--- config.mk ---
export PLATFORM = sky130hd
export DESIGN_NAME = fp_addsub_scheduler
export DESIGN_NICKNAME = d
export VERILOG_FILES = /design/src/rtl/fp_addsub_scheduler.sv
export SDC_FILE = /design/constraint.sdc
export NUM_CORES = 1
export LEC_CHECK = 0
export BUFFER_PORTS_ARGS = -buffer_cell sky130_fd_sc_hd__buf_2
export CAP_MARGIN = 20
export CORE_AREA = 2 2 161 163
export CTS_CLUSTER_DIAMETER = 200
export DETAILED_ROUTE_END_ITERATION = 12
export DIE_AREA = 0 0 163 165
export HOLD_SLACK_MARGIN = 0.06
export PLACE_DENSITY = 0.61
export SLEW_MARGIN = 20
export SYNTH_ARGS = -nofsm -noshare
export SYNTH_HDL_FRONTEND = slang
export SYNTH_SLANG_ARGS = --single-unit
--- constraint.sdc ---
create_clock -name clk -period 5.65 [get_ports clk]
set_input_delay 1.13 -clock clk [delete_from_list [all_inputs] [get_ports clk]]
set_output_delay 1.13 -clock clk [all_outputs]
set_load 0.1 [all_outputs]
--- src/rtl/fp_addsub_scheduler.sv ---
// -----------------------------------------------------------------------------
// fp_addsub_scheduler
//
// Time-shares one combinational IEEE-754 single-precision adder between
// N_REQ requesters. Each requester asks for A+B or A-B; subtraction is
// realised by flipping the sign bit of B before it reaches the adder.
// Requesters are served round-robin, one operation at a time, through a
// three-state sequence IDLE -> EXEC -> RESP. The result is returned on a
// single tagged response channel with backpressure.
//
// Ports
//   clk, rst      : clock (rising edge) and synchronous active-high reset
//   req_valid     : per-requester request valid            [N_REQ]
//   req_ready     : per-requester accept, one-hot or zero  [N_REQ]
//   req_op        : per-requester op, 0 = A+B, 1 = A-B     [N_REQ]
//   req_a, req_b  : packed operands, requester i at [32i+31:32i]
//   resp_valid    : result valid
//   resp_ready    : consumer accepts result
//   resp_id       : index of the requester owning the result
//   resp_data     : result word (adder output, bit-exact)
//   fpu_a, fpu_b  : registered operands to the shared adder (B sign-adjusted)
//   fpu_sum       : combinational sum from the shared adder
//   busy          : high whenever the sequencer is not idle
//   op_count      : completed response handshakes, wraps modulo 2**CNT_W
// -----------------------------------------------------------------------------
module fp_addsub_scheduler #(
    parameter int N_REQ = 4,
    parameter int ID_W  = 2,
    parameter int CNT_W = 16
) (
    input  logic                 clk,
    input  logic                 rst,
    input  logic [N_REQ-1:0]     req_valid,
    output logic [N_REQ-1:0]     req_ready,
    input  logic [N_REQ-1:0]     req_op,
    input  logic [32*N_REQ-1:0]  req_a,
    input  logic [32*N_REQ-1:0]  req_b,
    output logic                 resp_valid,
    input  logic                 resp_ready,
    output logic [ID_W-1:0]      resp_id,
    output logic [31:0]          resp_data,
    output logic [31:0]          fpu_a,
    output logic [31:0]          fpu_b,
    input  logic [31:0]          fpu_sum,
    output logic                 busy,
    output logic [CNT_W-1:0]     op_count
);

    typedef enum logic [1:0] {
        S_IDLE = 2'd0,
        S_EXEC = 2'd1,
        S_RESP = 2'd2
    } state_e;

    state_e             state_q, state_d;
    logic [ID_W-1:0]    rr_ptr_q;
    logic [ID_W-1:0]    id_q;
    logic [31:0]        op_a_q;
    logic [31:0]        op_b_q;
    logic               resp_valid_q;
    logic [ID_W-1:0]    resp_id_q;
    logic [31:0]        resp_data_q;
    logic [CNT_W-1:0]   op_count_q;

    logic               grant_found_s;
    logic [ID_W-1:0]    grant_idx_s;
    logic [ID_W-1:0]    rr_next_s;
    logic [31:0]        sel_a_s;
    logic [31:0]        sel_b_s;
    logic               sel_op_s;

    // Round-robin search: first valid requester at or after rr_ptr, wrapping.
    always_comb begin
        int  idx_v;
        logic hit_v;
        grant_found_s = 1'b0;
        grant_idx_s   = '0;
        idx_v         = 0;
        hit_v         = 1'b0;
        for (int k = 0; k < N_REQ; k++) begin
            idx_v = int'(rr_ptr_q) + k;
            idx_v = (idx_v >= N_REQ) ? (idx_v - N_REQ) : idx_v;
            hit_v = !grant_found_s && req_valid[idx_v];
            grant_idx_s   = hit_v ? ID_W'(idx_v) : grant_idx_s;
            grant_found_s = grant_found_s | hit_v;
        end
    end

    // Operand selection for the granted requester and the pointer advance.
    always_comb begin
        sel_a_s   = req_a[32*grant_idx_s +: 32];
        sel_b_s   = req_b[32*grant_idx_s +: 32];
        sel_op_s  = req_op[grant_idx_s];
        rr_next_s = (grant_idx_s == ID_W'(N_REQ - 1)) ? '0 : (grant_idx_s + ID_W'(1));
    end

    // Next-state logic and the combinational one-cycle accept pulse.
    always_comb begin
        state_d   = state_q;
        req_ready = '0;
        case (state_q)
            S_IDLE: begin
                // Accept is suppressed during reset so no requester sees a
                // handshake that the reset edge will discard.
                if (grant_found_s && !rst) begin
                    state_d   = S_EXEC;
                    req_ready = {{(N_REQ-1){1'b0}}, 1'b1} << grant_idx_s;
                end else begin
                    state_d   = S_IDLE;
                end
            end
            S_EXEC: begin
                state_d = S_RESP;
            end
            S_RESP: begin
                if (resp_valid_q && resp_ready) begin
                    state_d = S_IDLE;
                end else begin
                    state_d = S_RESP;
                end
            end
            default: begin
                state_d = S_IDLE;
            end
        endcase
    end

    // State, operand, response and counter registers.
    always_ff @(posedge clk) begin
        if (rst) begin
            state_q      <= S_IDLE;
            rr_ptr_q     <= '0;
            id_q         <= '0;
            op_a_q       <= 32'h0000_0000;
            op_b_q       <= 32'h0000_0000;
            resp_valid_q <= 1'b0;
            resp_id_q    <= '0;
            resp_data_q  <= 32'h0000_0000;
            op_count_q   <= '0;
        end else begin
            state_q <= state_d;
            case (state_q)
                S_IDLE: begin
                    if (grant_found_s) begin
                        op_a_q   <= sel_a_s;
                        // Subtract by negating B: flip only the sign bit.
                        op_b_q   <= {sel_b_s[31] ^ sel_op_s, sel_b_s[30:0]};
                        id_q     <= grant_idx_s;
                        rr_ptr_q <= rr_next_s;
                    end
                end
                S_EXEC: begin
                    resp_data_q  <= fpu_sum;
                    resp_id_q    <= id_q;
                    resp_valid_q <= 1'b1;
                end
                S_RESP: begin
                    if (resp_valid_q && resp_ready) begin
                        resp_valid_q <= 1'b0;
                        op_count_q   <= op_count_q + CNT_W'(1);
                    end
                end
                default: begin
                    resp_valid_q <= 1'b0;
                end
            endcase
        end
    end

    assign fpu_a      = op_a_q;
    assign fpu_b      = op_b_q;
    assign resp_valid = resp_valid_q;
    assign resp_id    = resp_id_q;
    assign resp_data  = resp_data_q;
    assign op_count   = op_count_q;
    assign busy       = (state_q != S_IDLE);

endmodule

---- Yosys cells after proc, flatten, opt, wreduce, memory -nomap -nowiden ----
Cells that the tools add are included.
operators by class
  bitwise operators ....................... 5
  reductions and logical operators ........ 14
  magnitude comparators ................... 9
  divide/modulo/power cells ............... 0
  multipliers ............................. 0
  equal/unequal tests ..................... 4
  shift-type cells ........................ 3
  $add $sub $neg .......................... 9
  multiplexer cells ....................... 30
operators by type and width
  operator                                                            count
  indexed part select 128 x 8 -> 32 bit                               2
  less-than comparator 32 x 4 -> 1 bit (second input constant)        4
  2-to-1 mux 32 bit                                                   4
  adder 16 x 1 -> 16 bit (second input constant)                      1
  2-to-1 mux 2 bit                                                    6
  subtractor 3 x 3 -> 4 bit (second input constant)                   3
  2-to-1 mux 1 bit                                                    11
  binary-select mux 1 bit (select 2 bit)                              5
  greater-or-equal comparator 3 bit (second input constant)           3
  2-to-1 mux 4 bit                                                    2
  adder 2 x 2 -> 3 bit (second input constant)                        2
  case mux 2 bit (3 select lines)                                     1
  AND reduction 2 bit                                                 3
  logical AND 1 bit                                                   5
  == test 2 bit (second input constant)                               2
  logical NOT 1 bit                                                   4
  left shift 1 x 2 -> 4 bit (first input constant)                    1
  subtractor 2 x 3 -> 4 bit (second input constant)                   1
  adder 2 x 1 -> 3 bit (second input constant)                        1
  greater-or-equal comparator 2 x 3 -> 1 bit (second input constant)  1
  less-than comparator 2 x 3 -> 1 bit (second input constant)         1
  OR 1 bit                                                            3
  case mux 1 bit (3 select lines)                                     1
  adder 2 x 1 -> 2 bit (second input constant)                        1
  other kinds (6)                                                     6
word-level totals
  bits in latches ......................... 0
  RAM bits ................................ 0
  memories kept ........................... 0
  input port bits ......................... 299
  bits in read-only memories .............. 0
  bits in registers ....................... 121

---- Logic depth before layout (Yosys ltp) ----
  depth after elaboration ................. 17
  depth in mapped cells ................... 10
  mapped depth without buffers ............ 7

---- Least setup slack after synthesis ----
Ideal clock, no wire load.
  path type ............................... input port to output port
  start ................................... in req_valid[3]
  end ..................................... out req_ready[1]
  buffers on the path ..................... 4
  data required time ...................... 4.520 ns
  path slack .............................. 0.084 ns
  data arrival time ....................... 4.436 ns
  stages on the path ...................... 8
  cells stage by stage .................... buf_2 -> nor4_1 -> or2_1 -> clkbuf_1 -> nor3_1 -> buf_2 -> buf_4 -> nor3b_1
on the way
  word-level cells in the longest chain between the ends .. 15
  elaborated cells on any way between the ends .. 29
  classes of those cells .................. shift: 1; mux: 18; bitwise: 3; reduce/logical: 7
RTL lines
  item                                                                   RTL line  RTL
  start, declared                                                        33        input logic [N_REQ-1:0] req_valid,
  binary-select mux 1 bit (select 2 bit)                                 83        hit_v = !grant_found_s && req_valid[idx_v];
  2-to-1 mux 1 bit (not written as such) (2 in series)                   83
  logical NOT 1 bit                                                      83
  logical AND 1 bit                                                      83
  OR 1 bit                                                               85        grant_found_s = grant_found_s | hit_v;
  logical NOT 1 bit                                                      83
  logical AND 1 bit                                                      83
  OR 1 bit                                                               85
  logical NOT 1 bit                                                      83
  logical AND 1 bit                                                      83
  2-to-1 mux 2 bit / OR 1 bit (equally long branches)                    84, 85
  left shift 1 x 2 -> 4 bit / logical AND 1 bit (equally long branches)  107, 105
  2-to-1 mux 4 bit *                                                     105       if (grant_found_s && !rst) begin
  2-to-1 mux 4 bit *                                                     101       case (state_q)
  end, declared                                                          34        output logic [N_REQ-1:0] req_ready,
Every way passes the cells marked *; elsewhere a longest branch is shown, timed or not. The select of a mux whose other input is x is not followed.

---- Final worst setup path ----
  start ................................... in req_valid[0]
  end ..................................... out req_ready[0]
Same word-level chain as after synthesis.

==> reports/results.ini <==
[synthesis]
yosys_register_bits = 121
ys_async_sr_fraction_pct = 0
synth_top_area_share_pct = 38.3
synth_compound_area_share_pct = 24.9
postSynthCellCount = 723
synth_area_leader_cell = dfxtp_1
synth-xor-area-share_pct = 2.49
synth_cell_type_count = 43
synthMuxAreaShare_pct = 13.9
netlist_top_cells_count = dfxtp_1 (121), a21oi_1 (105), nand2_1 (79)
syn_area_mm2 = 0.00633
yosys_warnings = 0
synth-adder-area-share_pct = 0.395
synth_edf_count = 0
synth.most_common_cell = dfxtp_1
synth_area_per_cell_um2 = 8.75
synth_top_family_by_area = compound AO/OA/AOI/OAI gates
synth_area_leaders = dfxtp_1 (38%), a221o_1 (10%), mux2_4 (8.8%), a21oi_1 (8.3%), nand3_1 (5.5%)
syn_nets = 1024
ys_seq_area_share_pct = 38.3
yosys_most_used_dff = dfxtp_1
synth_simple_gate_area_share_pct = 14.4

[final_layout]
multi_input_area_mm2 = 0.00359
regArea_mm2 = 0.00242
nFillCells = 2610
final_cells = 1448
layout-drive-gt1-share_pct = 48.2
nNetsFinal = 1403
area_growth_pct = 46.3

[floorplan]
initial_core_util_pct = 25.3
die_x_um = 163
io_pins = 419
die_y_um = 165
rows = 58
die_area_mm2 = 0.0269
core_mm2 = 0.0250

[clock_tree]
clk_pin_slew_worst_paths_ps = 70
ctsHtreeMaxLevel = 4
cts_buffers = 17
cts_num_sinks = 121
cts_root_buf = clkbuf_16
insertion_delay_ps = 420
cts.path.max_buffers = 2
cts_tree = done
post_cts_resize_count = 0
cts_post_setup_buffers_inserted = 0
hold_buffers = 0

[timing]
fmax_ghz = 0.235
finalHoldViolCount = 0
rsz0062_at_grt = false
setup_viol = 0
min_period_over_period_pct = 75.3
relSlewSlack_pct = 36.4
fin_setup_tns_ps = 0
hold_slack_ps = 442
drv_slew = 0
clock-skew-final_ps = 9.82
worst_slew_pin_slew_ps = 954
min_period_ps = 4260

[min_path]
hp-start = id_q[1]$_SDFFE_PP0P_
min_to = id_q[1]$_SDFFE_PP0P_
hold-path-cell-count = 2
worstHoldPathType = reg2reg

[detailed_routing]
drtAntennaViolNets = 0
top_layer_used = met4
via_per_inst = 4.86
wl_per_cell_um = 17.2
vias = 7043
first_pass_iters = 5
drc_errors = 0
totalWireLength_um = 24900
met1Wirelength_um = 10300
wl_met3_um = 2050
dr.first_iter.drc_count = 485
routed-wl-met2_um = 12200

[place]
dp_cells = 1413
io_buffers = 418
globalplace.congestion = 0.849
dp_hpwl_um = 18100

[global_route]
grt_pass1_vias = 6651
grt_max_degree = 66
grt_pass1_wl_um = 36400
overflow = 0
antenna_found_initial = 1
track_usage_pct = 17.3

[critical_path]
r2r_cells = 7
path_max_fanout = 33
r2r_start = rr_ptr_q[1]$_SDFFE_PP0P_
start_kind = primary input
cp-end-kind = output pin
critPathArrivalTime_ps = 3130
critPathKind = in2out
reg2reg_slack_ps = 2270
cp.required_ps = 4520
reg2reg_to = fpu_a[30]$_SDFFE_PP0P_

[pwr]
leakage_nw = 4.38
peakVddDrop_mv = 0.179
p_per_area_mw_per_mm2 = 426

[flow_run]
cap_violations = 0

[status]
outcome = finished clean

-- final cells by class --
cell class | count | area share, %
repair buffers | 433 | 23.8
multi-input cells | 527 | 38.8
flip-flops and latches | 121 | 26.2
inverters | 2 | 0.0811
clock inverters | 15 | 1.97
diodes | 3 | 0.0811
well taps | 330 | 4.46
clock buffers | 17 | 4.60
-- per-layer routing --
layer / track usage [%] / vias to the layer above
met1: 21.6 / 3245
li1: - / 3429
met4: 5.59 / 0
met2: 28.9 / 341
met3: 4.72 / 28
met5: 0 / -
-- registers in the layout, summed over array words and instances, names as in the netlist --
register    flops
op_count       16
resp_data      32
rr_ptr_q        2
state_q         2
resp_valid      1
resp_id         2
fpu_b          32
id_q            2
fpu_a          32
-- stage by stage --
step                power (mW)  utilization, %  area [um2]  setup WS (ps)
finish                    3.94            37.0        9260           1390
global route              4.11            36.9        9250           1210
CTS                       3.98            36.9        9250           1380
detailed placement        2.82            34.5        8640           1380
global placement          2.81            34.5        8640           1400
floorplan                 2.45               -        6330           84.4
-- layout by cell type, fill, tap and decap left out, types with 11 or more instances in the layout --
cell type    n
buf_2      418
dfxtp_1    121
a21oi_1    105
nand2_1     79
nand3_1     70
o21ai_0     64
a221o_1     64
mux2_4      37
mux2_2      26
nor2_1      21
clkbuf_16   17
buf_4       15
xor2_1      11
-- report_power, final --
group          switching (mW)  internal, mW  leakage [nW]
clock network           0.477         0.672         0.291
registers              0.0727         0.977         0.993
logic                    1.32         0.427          3.09
total                    1.87          2.08          4.38
-- cells by family after synthesis --
kind of cell | count (synthesis)
buffers and inverters | 75
xor gates and xnor gates | 18
AOI/OAI and AO/OA | 243
muxes | 66
DFF | 121
and+or+nand+nor | 198
adders and majority gates | 2
-- worst max-delay path, cell delays in order --
cell     delay, ps
buf_2          130
mux2i_1        130
o22ai_4        740
o21ai_0        330
nor2_1         210
buf_2          460
-- worst max-delay path by stage --
stage,startpoint,endpoint,slack (ps),cells after the start
floorplan,req_valid[3],req_ready[1],80,8
CTS,req_valid[0],req_ready[0],1380,6
global placement,req_valid[0],req_ready[2],1400,6
detailed placement,req_valid[0],req_ready[0],1380,6
global route,req_valid[0],req_ready[0],1210,6
finish,req_valid[0],req_ready[0],1390,6
(Power assumes the default switching activity.)
